<file path="config.mk">
export PLATFORM = sky130hd
export DESIGN_NAME = y86_bus_tracer
export DESIGN_NICKNAME = d
export VERILOG_FILES = /design/src/rtl/y86_bus_tracer_pkg.sv /design/src/rtl/y86_trace_fifo.sv /design/src/rtl/y86_bus_tracer.sv
export SDC_FILE = /design/constraint.sdc
export NUM_CORES = 1
export LEC_CHECK = 0
export CORE_ASPECT_RATIO = 1.4
export CORE_MARGIN = 2
export CORE_UTILIZATION = 30
export CTS_CLUSTER_SIZE = 28
export DETAILED_ROUTE_END_ITERATION = 7
export HOLD_SLACK_MARGIN = 0.02
export PLACE_DENSITY = 0.53
export SETUP_SLACK_MARGIN = 0.5
export SLEW_MARGIN = 20
export SYNTH_ARGS = -nofsm -noshare
export SYNTH_HDL_FRONTEND = slang
export SYNTH_SLANG_ARGS = --single-unit
</file>
<file path="constraint.sdc">
create_clock -name clk -period 14.3 [get_ports clk]
set_clock_uncertainty 0.05 [all_clocks]
set_input_delay 2.145 -clock clk [delete_from_list [all_inputs] [get_ports clk]]
set_output_delay 2.145 -clock clk [all_outputs]
set_load 0.01 [all_outputs]
</file>
<file path="src/rtl/y86_bus_tracer_pkg.sv">
// Shared types for the Y86 bus tracer: record layout, kind codes, serializer
// states and trace-header field positions.
package y86_trace_pkg;

    localparam logic [1:0] KIND_RD  = 2'b01;
    localparam logic [1:0] KIND_WR  = 2'b10;
    localparam logic [1:0] KIND_ERR = 2'b11;

    typedef enum logic [1:0] {
        ST_IDLE = 2'd0,
        ST_HDR  = 2'd1,
        ST_ADDR = 2'd2,
        ST_DATA = 2'd3
    } state_t;

    localparam int REC_W        = 74;
    localparam int HDR_OPC_LSB  = 24;
    localparam int HDR_SEQ_LSB  = 16;
    localparam int HDR_DROP_LSB = 8;
    localparam int HDR_KIND_LSB = 0;

    typedef struct packed {
        logic [1:0]  kind;
        logic [7:0]  opcode;
        logic [31:0] addr;
        logic [31:0] data;
    } rec_t;

    // seq and drop_cnt are stamped at push time, so they travel with the record.
    typedef struct packed {
        logic [7:0] seq;
        logic [7:0] drop_cnt;
        rec_t       rec;
    } entry_t;

    localparam int ENTRY_W = $bits(entry_t);

    function automatic logic [31:0] make_hdr(input entry_t e);
        logic [31:0] w;
        w = '0;
        w[HDR_OPC_LSB  +: 8] = e.rec.opcode;
        w[HDR_SEQ_LSB  +: 8] = e.seq;
        w[HDR_DROP_LSB +: 8] = e.drop_cnt;
        w[HDR_KIND_LSB +: 2] = e.rec.kind;
        return w;
    endfunction

    function automatic logic [1:0] kind_of(input logic re, input logic we);
        return {we, re};
    endfunction

endpackage

</file>
<file path="src/rtl/y86_trace_fifo.sv">
// Record FIFO for the bus tracer; a push into a full FIFO succeeds only when
// a pop happens in the same cycle.
module y86_trace_fifo #(
    parameter int DEPTH = 8,
    parameter int W     = 8
) (
    input  logic                     clk,
    input  logic                     rst,
    input  logic                     push,
    input  logic [W-1:0]             wr_data,
    input  logic                     pop,
    output logic [W-1:0]             rd_data,
    output logic                     full,
    output logic                     empty,
    output logic [$clog2(DEPTH):0]   level
);

    localparam int AW = $clog2(DEPTH);
    localparam logic [AW:0] FULL_CNT = (AW+1)'(DEPTH);

    logic [W-1:0]  mem_q [DEPTH];
    logic [AW-1:0] wr_ptr_q, wr_ptr_d;
    logic [AW-1:0] rd_ptr_q, rd_ptr_d;
    logic [AW:0]   count_q, count_d;
    logic          do_push, do_pop;

    assign full    = (count_q == FULL_CNT);
    assign empty   = (count_q == '0);
    assign level   = count_q;
    assign rd_data = mem_q[rd_ptr_q];
    assign do_pop  = pop && !empty;
    assign do_push = push && (!full || do_pop);

    always_comb begin
        wr_ptr_d = wr_ptr_q;
        rd_ptr_d = rd_ptr_q;
        count_d  = count_q;
        if (do_push) wr_ptr_d = wr_ptr_q + AW'(1);
        if (do_pop)  rd_ptr_d = rd_ptr_q + AW'(1);
        case ({do_push, do_pop})
            2'b10:   count_d = count_q + (AW+1)'(1);
            2'b01:   count_d = count_q - (AW+1)'(1);
            default: count_d = count_q;
        endcase
    end

    always_ff @(posedge clk) begin
        if (rst) begin
            wr_ptr_q <= '0;
            rd_ptr_q <= '0;
            count_q  <= '0;
        end else begin
            wr_ptr_q <= wr_ptr_d;
            rd_ptr_q <= rd_ptr_d;
            count_q  <= count_d;
        end
    end

    always_ff @(posedge clk) begin
        if (do_push) mem_q[wr_ptr_q] <= wr_data;
    end

endmodule

</file>
<file path="src/rtl/y86_bus_tracer.sv">
// Captures Y86 bus read/write cycles into records and serializes each record
// as three trace words (header, address, data) over a valid/ready stream.
module y86_bus_tracer
    import y86_trace_pkg::*;
#(
    parameter int DEPTH = 8
) (
    input  logic         clk,
    input  logic         rst,
    input  logic         enable,
    input  logic [31:0]  bus_A,
    input  logic [31:0]  bus_in,
    input  logic [31:0]  bus_out,
    input  logic         bus_RE,
    input  logic         bus_WE,
    input  logic [7:0]   current_opcode,
    output logic         trace_valid,
    input  logic         trace_ready,
    output logic [31:0]  trace_data,
    output logic         trace_last,
    output logic [6:0]   fifo_level,
    output logic         overflow,
    output state_t       dbg_state
);

    // Stream handshake: a word transfers on any cycle with trace_valid && trace_ready;
    // once trace_valid rises, trace_valid and trace_data hold until that transfer.

    state_t      state_q, state_d;
    logic [31:0] hold_addr_q, hold_addr_d;
    logic [31:0] hold_data_q, hold_data_d;
    logic        valid_q, valid_d;
    logic [31:0] data_q, data_d;
    logic        last_q, last_d;
    logic [7:0]  seq_q, seq_d;
    logic [7:0]  drop_q, drop_d;
    logic        ovf_q, ovf_d;

    logic        capture, accept, load, push_en, drop_now;
    logic        fifo_full, fifo_empty;
    logic [$clog2(DEPTH):0] fifo_lvl;
    entry_t      fifo_wr, fifo_rd;

    assign capture = enable && (bus_RE || bus_WE);
    assign accept  = valid_q && trace_ready;
    assign load    = !fifo_empty && ((state_q == ST_IDLE) || (state_q == ST_DATA && accept));
    assign push_en  = capture && (!fifo_full || load);
    assign drop_now = capture && fifo_full && !load;

    always_comb begin
        fifo_wr.seq        = seq_q;
        fifo_wr.drop_cnt   = drop_q;
        fifo_wr.rec.kind   = kind_of(bus_RE, bus_WE);
        fifo_wr.rec.opcode = current_opcode;
        fifo_wr.rec.addr   = bus_A;
        fifo_wr.rec.data   = bus_WE ? bus_out : bus_in;
    end

    y86_trace_fifo #(
        .DEPTH (DEPTH),
        .W     (ENTRY_W)
    ) u_fifo (
        .clk     (clk),
        .rst     (rst),
        .push    (push_en),
        .wr_data (fifo_wr),
        .pop     (load),
        .rd_data (fifo_rd),
        .full    (fifo_full),
        .empty   (fifo_empty),
        .level   (fifo_lvl)
    );

    always_comb begin
        seq_d  = seq_q;
        drop_d = drop_q;
        ovf_d  = ovf_q;
        if (push_en) begin
            seq_d  = seq_q + 8'd1;
            drop_d = 8'd0;
        end else if (drop_now) begin
            ovf_d = 1'b1;
            if (drop_q != 8'hFF) drop_d = drop_q + 8'd1;
        end
    end

    always_comb begin
        state_d     = state_q;
        hold_addr_d = hold_addr_q;
        hold_data_d = hold_data_q;
        valid_d     = valid_q;
        data_d      = data_q;
        last_d      = last_q;
        unique case (state_q)
            ST_IDLE: ;
            ST_HDR:  if (accept) begin
                state_d = ST_ADDR;
                data_d  = hold_addr_q;
            end
            ST_ADDR: if (accept) begin
                state_d = ST_DATA;
                data_d  = hold_data_q;
                last_d  = 1'b1;
            end
            ST_DATA: if (accept) begin
                state_d = ST_IDLE;
                valid_d = 1'b0;
                data_d  = '0;
                last_d  = 1'b0;
            end
            default: state_d = ST_IDLE;
        endcase
        // A pop from IDLE or on the final word starts the next header without a bubble.
        if (load) begin
            state_d     = ST_HDR;
            hold_addr_d = fifo_rd.rec.addr;
            hold_data_d = fifo_rd.rec.data;
            valid_d     = 1'b1;
            data_d      = make_hdr(fifo_rd);
            last_d      = 1'b0;
        end
    end

    always_ff @(posedge clk) begin
        if (rst) begin
            state_q     <= ST_IDLE;
            hold_addr_q <= '0;
            hold_data_q <= '0;
            valid_q     <= 1'b0;
            data_q      <= '0;
            last_q      <= 1'b0;
            seq_q       <= '0;
            drop_q      <= '0;
            ovf_q       <= 1'b0;
        end else begin
            state_q     <= state_d;
            hold_addr_q <= hold_addr_d;
            hold_data_q <= hold_data_d;
            valid_q     <= valid_d;
            data_q      <= data_d;
            last_q      <= last_d;
            seq_q       <= seq_d;
            drop_q      <= drop_d;
            ovf_q       <= ovf_d;
        end
    end

    assign trace_valid = valid_q;
    assign trace_data  = data_q;
    assign trace_last  = last_q;
    assign overflow    = ovf_q;
    assign fifo_level  = 7'(fifo_lvl);
    assign dbg_state   = state_q;

endmodule

</file>
==> flow_metrics.py <==
metrics = {
    "outcome": {
        "status": "complete, no violations",
    },
    "layout": {
        "antenna_cells": 0,
        "fin_nets": 1929,
        "area_delta_synth_final_pct": 18.30,
        "drive_gt1_frac": 0.2113,
    },
    "drt": {
        "drc": 0,
        "drt_pass1_iterations": 5,
        "vias": 16103,
        "drt-wirelength-per-cell_um": 23.49,
        "detail-route-antenna-nets": 0,
        "viasPerCell": 4.844,
        "drt_iter0_markers": 1150,
        "routed_wl_mm": 78.07,
    },
    "timing": {
        "period_needed_ps": 4676,
        "layout_setup_ws_ps": 9624,
        "timing.final.crit_share": 0.3270,
        "tightest_slew_ps": 1132,
        "setup_viol": 0,
        "finalSetupTns_ps": 0,
        "slew_headroom": 0.2456,
        "slew_violations": 0,
        "fmax_mhz": 213.9,
        "rsz0062_at_grt": "false",
        "hold_viol_final": 0,
    },
    "floorplan": {
        "initial_core_util": 0.3014,
        "num_io_pins": 154,
        "die_y_um": 394.2,
        "die_w_um": 282.7,
        "rows": 143,
        "core_area_um2": 108200,
        "die_area_um2": 111400,
    },
    "worst_setup_path": {
        "cp.required_ps": 14800,
        "arrival_ps": 5180,
        "end_kind": "flip-flop",
        "critical_path_class": "input port to flip-flop",
        "crit_path_max_fanout": 11,
        "critPathLaunchType": "input port",
    },
    "synth": {
        "synth_edf_count": 720,
        "synth.area.top_cells": "edfxtp_1 (66%), mux4_2 (12%), dfxtp_1 (8.0%)",
        "synth_top_area_frac": 0.6627,
        "synth.avg_cell_area_um2": 19.95,
        "synth_area_um2": 32630,
        "synth_cells": 1635,
        "synth-async-reset-ratio": 0,
        "ys.flop_type": "edfxtp_1",
        "synth_common_cells": "edfxtp_1 (720), mux4_2 (180), dfxtp_1 (130)",
        "synth_cell_types": 57,
        "synth_most_common_cell": "edfxtp_1",
        "ys_seq_area_frac": 0.7424,
        "synth_seq_cells": 850,
        "yosys_warnings": 0,
        "synth_top_area_cell": "edfxtp_1",
    },
    "grt": {
        "grt_max_degree": 90,
        "grt_pass1_vias": 16943,
        "grt_pass1_wl_mm": 114.3,
        "grtUsageTotal": 0.1406,
        "antenna_found_initial": 2,
        "gr-total-overflow": 0,
    },
    "clocking": {
        "cts_hold_buf": 0,
        "cts_tree": "done",
        "clk_pin_slew_worst_paths_ps": 70,
        "post_cts_buffers": 0,
        "clockRootBuffer": "clkbuf_16",
        "cts_max_path_buffers": 3,
        "cts_made_buffers": 82,
        "cts.repair.resized": 0,
        "clock-sinks": 850,
        "htree_num_levels": 3,
        "clk_latency_ps": 680,
    },
    "hold_path": {
        "min-delay-path-class": "flip-flop to flip-flop",
    },
    "placement": {
        "place_hpwl_mm": 45.80,
        "pre_cts_ws_ps": 8942,
        "numPortBuffers": 150,
        "gp_congestion": 0.7335,
    },
    "flow_run": {
        "cap_violations": 0,
    },
    "power_and_ir_drop": {
        "peakVddDrop_mv": 0.08860,
        "powerDensity_nw_per_um2": 161.6,
        "leakagePower_uw": 0.01166,
    },
}
[cell usage in the layout, fill, tap and decap left out, types with 3 or more instances in the layout]
cell type and instances:
o21ai_0 29, mux2_2 33, xnor2_1 6, and3_1 3, dfxtp_1 127, nand2_1 41
edfxtp_1 720, clkbuf_8 11, nand2b_1 26, or3_1 3, clkinv_1 14, conb_1 3
o2bb2ai_1 64, nand3_1 6, ha_1 12, clkbuf_16 84, clkbuf_1 17, mux4_2 180
nor3_2 4, bufinv_16 7, o22ai_1 26, inv_16 3, inv_1 8, a211oi_1 9
dfxtp_4 3, a21oi_1 23, xor2_1 4, nor3b_1 8, nor2_1 30, buf_4 34
nand4_1 3, clkdlybuf4s50_1 149, clkinv_2 12, mux2i_1 120
[path summary, 6_finish.rpt]
| kind | from | to | slack (ps) | cells past startpoint |
|---|---|---|---|---|
| setup / recovery | trace_ready | u_fifo.level[3]$_SDFFE_PP0P_ | 9620 | 10 |
| hold reg to reg | hold_addr_q[7]$_SDFFE_PP0N_ | hold_addr_q[7]$_SDFFE_PP0N_ | 410 | 1 |
| hold / removal | hold_addr_q[7]$_SDFFE_PP0N_ | hold_addr_q[7]$_SDFFE_PP0N_ | 410 | 1 |
| setup reg to reg | flip-flop | hold_data_q[1]$_SDFFE_PP0N_ | 10160 | 6 |
[report_power, final]
part | leakage, uW | switching, uW | internal (uW)
Combinational | 0.00271 | 577 | 500
Sequential | 0.00760 | 117 | 2820
Clock | 0.00136 | 946 | 1270
Total | 0.0117 | 1640 | 4600
[area by class of cell]
| type | count | area (um2) |
|---|---|---|
| clock buffers | 112 | 2317 |
| clock inverters | 41 | 454.2 |
| fillers | 10051 | 69650 |
| inverters | 9 | 33.78 |
| multi-input cells | 678 | 7993 |
| flip-flops and latches | 850 | 24230 |
| well taps | 1450 | 1814 |
| repair buffers | 184 | 1752 |
[critical path, cell delays in order]
cell and delay (ps):
clkdlybuf4s50_1 520, a31oi_2 580, a21oi_4 190, inv_2 240, ha_1 270, ha_1 250, a21o_1 190, a21oi_1 200
mux2i_1 240, mux2_2 340
[state kept, by name, indices dropped and copies added, names as in the netlist, 3 cells and up, named ones only]
register,count
drop_q,8
hold_addr_q,32
hold_data_q,32
seq_q,8
trace_data,32
u_fifo.level,4
u_fifo.mem_q,720
u_fifo.rd_ptr_q,3
u_fifo.wr_ptr_q,3
[per-layer routing]
metal / GRT usage / share of wire / vias up / wire [um]
met5: 0 / 0.00019 / - / 15
met4: 0.04573 / 0.025 / 4 / 1960
met3: 0.02679 / 0.050 / 103 / 3905
met2: 0.2409 / 0.51 / 390 / 39870
met1: 0.1781 / 0.41 / 8565 / 32320
li1: - / - / 7041 / -
[metrics by stage]
| stage | total power, uW | utilization | area [um2] | instances | hold slack, ps |
|---|---|---|---|---|---|
| final | 6237 | 0.3566 | 38600 | 3324 | 409.9 |
| after detailed placement | 4110 | 0.3309 | 35820 | 3171 | 389.1 |
| after global placement | 4093 | 0.3309 | 35820 | 3171 | 390.4 |
| after CTS | 6335 | 0.3566 | 38600 | 3324 | 410.5 |
| after floorplan | 3709 | - | 32630 | 1637 | 374.4 |
| after global routing | 6488 | 0.3566 | 38600 | 3324 | 428.1 |
[kinds of logic after synthesis]
kind of cell | Yosys count | synth area share
AND/OR/NAND/NOR | 147 | 0.02416
multiplexers | 333 | 0.1725
AO/OA/AOI/OAI | 171 | 0.03754
adder cells (fa/ha/maj) | 14 | 0.005599
other | 1 | 0.0001149
flip-flops | 850 | 0.7424
buffers and inverters | 109 | 0.01499
XOR/XNOR | 10 | 0.002684
(Power assumes the default switching activity.)
